[config.mk]
export PLATFORM = sky130hd
export DESIGN_NAME = sample_out_buf
export DESIGN_NICKNAME = d
export VERILOG_FILES = /design/src/rtl/sample_out_buf.sv
export SDC_FILE = /design/constraint.sdc
export NUM_CORES = 1
export LEC_CHECK = 0
export BUFFER_PORTS_ARGS = -buffer_cell sky130_fd_sc_hd__buf_2
export CORE_ASPECT_RATIO = 1.2
export CORE_MARGIN = 2
export CORE_UTILIZATION = 40
export DETAILED_ROUTE_END_ITERATION = 10
export PLACE_DENSITY = 0.57
export SYNTH_ARGS = -nofsm -noshare
export SYNTH_HDL_FRONTEND = slang
export SYNTH_SLANG_ARGS = --single-unit
[constraint.sdc]
create_clock -name clk -period 7.65 [get_ports clk]
set_clock_uncertainty 0.15 [all_clocks]
set_input_delay 0.765 -clock clk [delete_from_list [all_inputs] [get_ports clk]]
set_output_delay 0.765 -clock clk [all_outputs]
set_load 0.05 [all_outputs]
[src/rtl/sample_out_buf.sv]
// Show-ahead circular FIFO between the FIR output and the sample consumer, with drop-newest overflow.
// Optional dropped-sample counter is built when SAMPLE_OUT_BUF_OVF_CNT_EN is defined.
module sample_out_buf #(
   parameter int WIDTH     = 12,
   parameter int DEPTH     = 16,
   parameter int AFULL_LVL = 12
) (
   input  logic                     clk,
   input  logic                     rst,
   input  logic [WIDTH-1:0]         in_data,
   input  logic                     in_strobe,
   input  logic                     in_valid,
   output logic [WIDTH-1:0]         out_data,
   output logic                     out_valid,
   input  logic                     out_ready,
   output logic [$clog2(DEPTH):0]   level,
   output logic                     afull,
   output logic                     overflow,
   input  logic                     ovf_clr,
   output logic [15:0]              ovf_cnt
);

   localparam int AW = $clog2(DEPTH);
   localparam int LW = AW + 1;

   logic [WIDTH-1:0] mem_q [DEPTH];
   logic [AW-1:0]    wr_ptr_q, wr_ptr_d;
   logic [AW-1:0]    rd_ptr_q, rd_ptr_d;
   logic [LW-1:0]    level_q, level_d;
   logic             afull_q, afull_d;
   logic             ovf_q, ovf_d;

   logic push_req, pop, full, push, drop;

   assign push_req = in_strobe & in_valid;
   assign pop      = (level_q != '0) & out_ready;
   assign full     = (level_q == LW'(DEPTH));
   // A full FIFO still accepts a push when a pop frees the head slot in the same cycle.
   assign push     = push_req & (~full | pop);
   assign drop     = push_req & full & ~pop;

   always_comb begin
      wr_ptr_d = wr_ptr_q;
      rd_ptr_d = rd_ptr_q;
      level_d  = level_q;
      if (push) wr_ptr_d = wr_ptr_q + AW'(1);
      if (pop)  rd_ptr_d = rd_ptr_q + AW'(1);
      case ({push, pop})
         2'b10:   level_d = level_q + LW'(1);
         2'b01:   level_d = level_q - LW'(1);
         default: level_d = level_q;
      endcase
      afull_d = (level_d >= LW'(AFULL_LVL));
      ovf_d   = ovf_clr ? 1'b0 : (ovf_q | drop);
   end

   always_ff @(posedge clk or posedge rst) begin
      if (rst) begin
         for (int i = 0; i < DEPTH; i++) mem_q[i] <= '0;
         wr_ptr_q <= '0;
         rd_ptr_q <= '0;
         level_q  <= '0;
         afull_q  <= 1'b0;
         ovf_q    <= 1'b0;
      end else begin
         if (push) mem_q[wr_ptr_q] <= in_data;
         wr_ptr_q <= wr_ptr_d;
         rd_ptr_q <= rd_ptr_d;
         level_q  <= level_d;
         afull_q  <= afull_d;
         ovf_q    <= ovf_d;
      end
   end

`ifdef SAMPLE_OUT_BUF_OVF_CNT_EN
   logic [15:0] cnt_q, cnt_d;

   // Clear wins over a same-cycle drop; the count saturates instead of wrapping.
   always_comb begin
      cnt_d = cnt_q;
      if (ovf_clr)                        cnt_d = '0;
      else if (drop && cnt_q != 16'hFFFF) cnt_d = cnt_q + 16'd1;
   end

   always_ff @(posedge clk or posedge rst) begin
      if (rst) cnt_q <= '0;
      else     cnt_q <= cnt_d;
   end

   assign ovf_cnt = cnt_q;
`else
   assign ovf_cnt = '0;
`endif

   assign out_data  = mem_q[rd_ptr_q];
   assign out_valid = (level_q != '0);
   assign level     = level_q;
   assign afull     = afull_q;
   assign overflow  = ovf_q;

endmodule

==> results.cfg <==
[timing]
post-route-period-util_pct = 51.6
rsz0062_at_grt = no
final-hold-violation-count = 0
finalSetupTns_ps = 0
relSlewSlack_pct = 17.0
setup_viol = 0
fmax_ghz = 0.253
drv_slew = 0
period_needed_ps = 3950
worstMarginPinSlew_ps = 1240

[final_layout]
multi_input_area_um2 = 4190
layout_commonest_cell = dfrtp_1
final_cell_mix = 205 x dfrtp_1, 194 x mux2_2, 60 x mux4_2
layout-drive-gt1-share_pct = 55.4
nNetsFinal = 654
diodes = 0
final_cell_area_um2 = 10800
seq_area_um2 = 5180
num-fill-cells = 2135
fin_cells = 961
syn2layout_area_growth_pct = 11.1

[logic_synthesis]
synth_seq_cells = 207
netlist_area_um2 = 9710
postSynthCellCount = 605
ys.flop_type = dfrtp_1
syn_area_per_cell_um2 = 16.0
synth-edff-count = 0
synth.distinct_cells = 38
async_reset_ff_share_pct = 100
yosys_warnings = 0
yosysSeqAreaShare_pct = 53.4

[global_routing]
antenna_found_initial = 0
grt_pass1_wl_mm = 34.5
grt-ovfl-total = 0
grtUsageTotal_pct = 17.6
grt_pass1_vias = 5799
grt_start_max_net_pins = 141

[placed_design]
place_congestion = 0.714
hpwl_mm = 12.8
dpl_cell_area_um2 = 10100
placed_cells = 924
port_buffers = 37

[power_and_ir_drop]
peakVddDrop_uv = 285
p_leak_nw = 4.75
p_per_area_nw_per_um2 = 439

[clock_tree]
ctsResizeCount = 0
clock_sinks = 207
post-cts-setup-buffers = 0
h-tree-depth = 1
cts_buffer_depth = 3
cts_tree = yes
ctsHoldBuffers = 0
clk-insertion-delay-late_ps = 500
clk_pin_slew_ps = 60
cts-buffers-inserted = 22
cts-root-buf = clkbuf_16

[floorplanning]
die_x_um = 146
ioPinCount = 54
row_count = 62
die_area_um2 = 25500
start_util_pct = 40.6
core_region_area_um2 = 23900
die_h_um = 175

[worst_setup_path]
cpMostUsedCell = mux4_2
slowest_stage = dfrtp_4
crit_type = reg -> out
endpoint = out_data[11]
start_kind = register
cpPeakStageDelay_ps = 1100
path_max_fanout = 51
timing.rr.start = level[2]$_DFF_PP0_
ff2ff_setup_slack_ps = 3960
cp.arrival_ps = 3030
crit_path_end_kind = primary output
r2r_end = afull$_DFF_PP0_
worst-r2r-cell-count = 12
cp_cell_sequence = mux4_2 > mux4_2 > buf_2
worstPathRequired_ps = 6730
crit_start = rd_ptr_q[0]$_DFFE_PP0P_

[run_status]
status = complete, no violations

[detailed_routing]
firstDrtPassIters = 4
drtIter0Drc = 262
routedWlPerCell_um = 22.8
drc = 0
drt-total-wl_mm = 21.9
ant_nets = 0
vias = 5202
vias_per_cell = 5.41

[worst_hold_path]
hp-class = in -> reg

[job]
drv_cap = 0
[synth_stat cells, types with 6 or more instances]
master,count,area (um^2)
nand2_1,7,26.3
buf_2,6,30.0
nor2_2,9,56.3
ha_1,8,100
dfrtp_1,207,5180
buf_4,16,120
xnor2_1,7,61.3
buf_6,11,124
mux4_2,60,1350
buf_1,7,26.3
clkbuf_1,23,86.3
mux2_2,194,2180
[flip-flops by register name (all words and copies together) (netlist names)]
name / flops
overflow: 1
mem_q: 192
level: 5
rd_ptr_q: 4
afull: 1
wr_ptr_q: 4
[where the power goes]
part | internal, mW | total (mW) | switching, mW
sequential | 1.55 | 1.94 | 0.390
combinational | 0.919 | 1.73 | 0.808
clock | 0.644 | 1.07 | 0.422
[cell type report]
| cell class | instances | area share (%) |
|---|---|---|
| flip-flops and latches | 207 | 48.1 |
| inverters | 5 | 0.244 |
| clock buffers | 32 | 5.93 |
| repair buffers | 47 | 2.41 |
| multi-input cells | 345 | 38.9 |
| well taps | 320 | 3.71 |
| clock inverters | 5 | 0.720 |
[kinds of logic after synthesis]
family                     Yosys count  share of synthesized area (%)
AOI/OAI and AO/OA                   11                          0.722
and+or+nand+nor                     44                           3.15
xor gates and xnor gates            12                           1.08
adders and majority gates            8                           1.03
buffers and inverters               68                           4.18
muxes                              254                           36.4
other                                1                         0.0386
DFF                                207                           53.4
[stage by stage]
stage	power [mW]	setup slack (ps)	utilization [%]	hold WS [ps]
final	4.73	3700	45.1	253
after global routing	5.00	3500	45.1	245
after CTS	4.80	3600	45.1	230
after detailed placement	3.71	3970	42.1	329
after global placement	3.63	4110	42.1	328
after floorplan	3.30	1080	-	325
[worst min-delay path by stage]
stage | startpoint | endpoint | slack, ps | depth (start not counted)
2_1_floorplan | mem_q[108]$_DFFE_PP0P_ | mem_q[108]$_DFFE_PP0P_ | 330 | 1
3_3_place_gp | overflow$_DFF_PP0_ | overflow$_DFF_PP0_ | 330 | 2
3_5_place_dp | overflow$_DFF_PP0_ | overflow$_DFF_PP0_ | 330 | 2
4_1_cts | ovf_clr | overflow$_DFF_PP0_ | 230 | 2
5_1_grt | ovf_clr | overflow$_DFF_PP0_ | 250 | 2
6_report | ovf_clr | overflow$_DFF_PP0_ | 250 | 2
[per-layer routing]
layer | GRT usage [%] | part of all wire, % | up-vias
li1 | - | - | 2227
met1 | 23.2 | 44 | 2866
met2 | 31.1 | 52 | 87
met3 | 2.45 | 3.1 | 22
met4 | 3.92 | 1.5 | 0
met5 | 0 | 0 | -
[worst max-delay path, delay by kind of cell (launching register included)]
kind / cells / cell delay [ps]
multiplexers: 2 / 1110
buffers and inverters: 1 / 230
flip-flops: 1 / 1100
(Power assumes the default switching activity.)
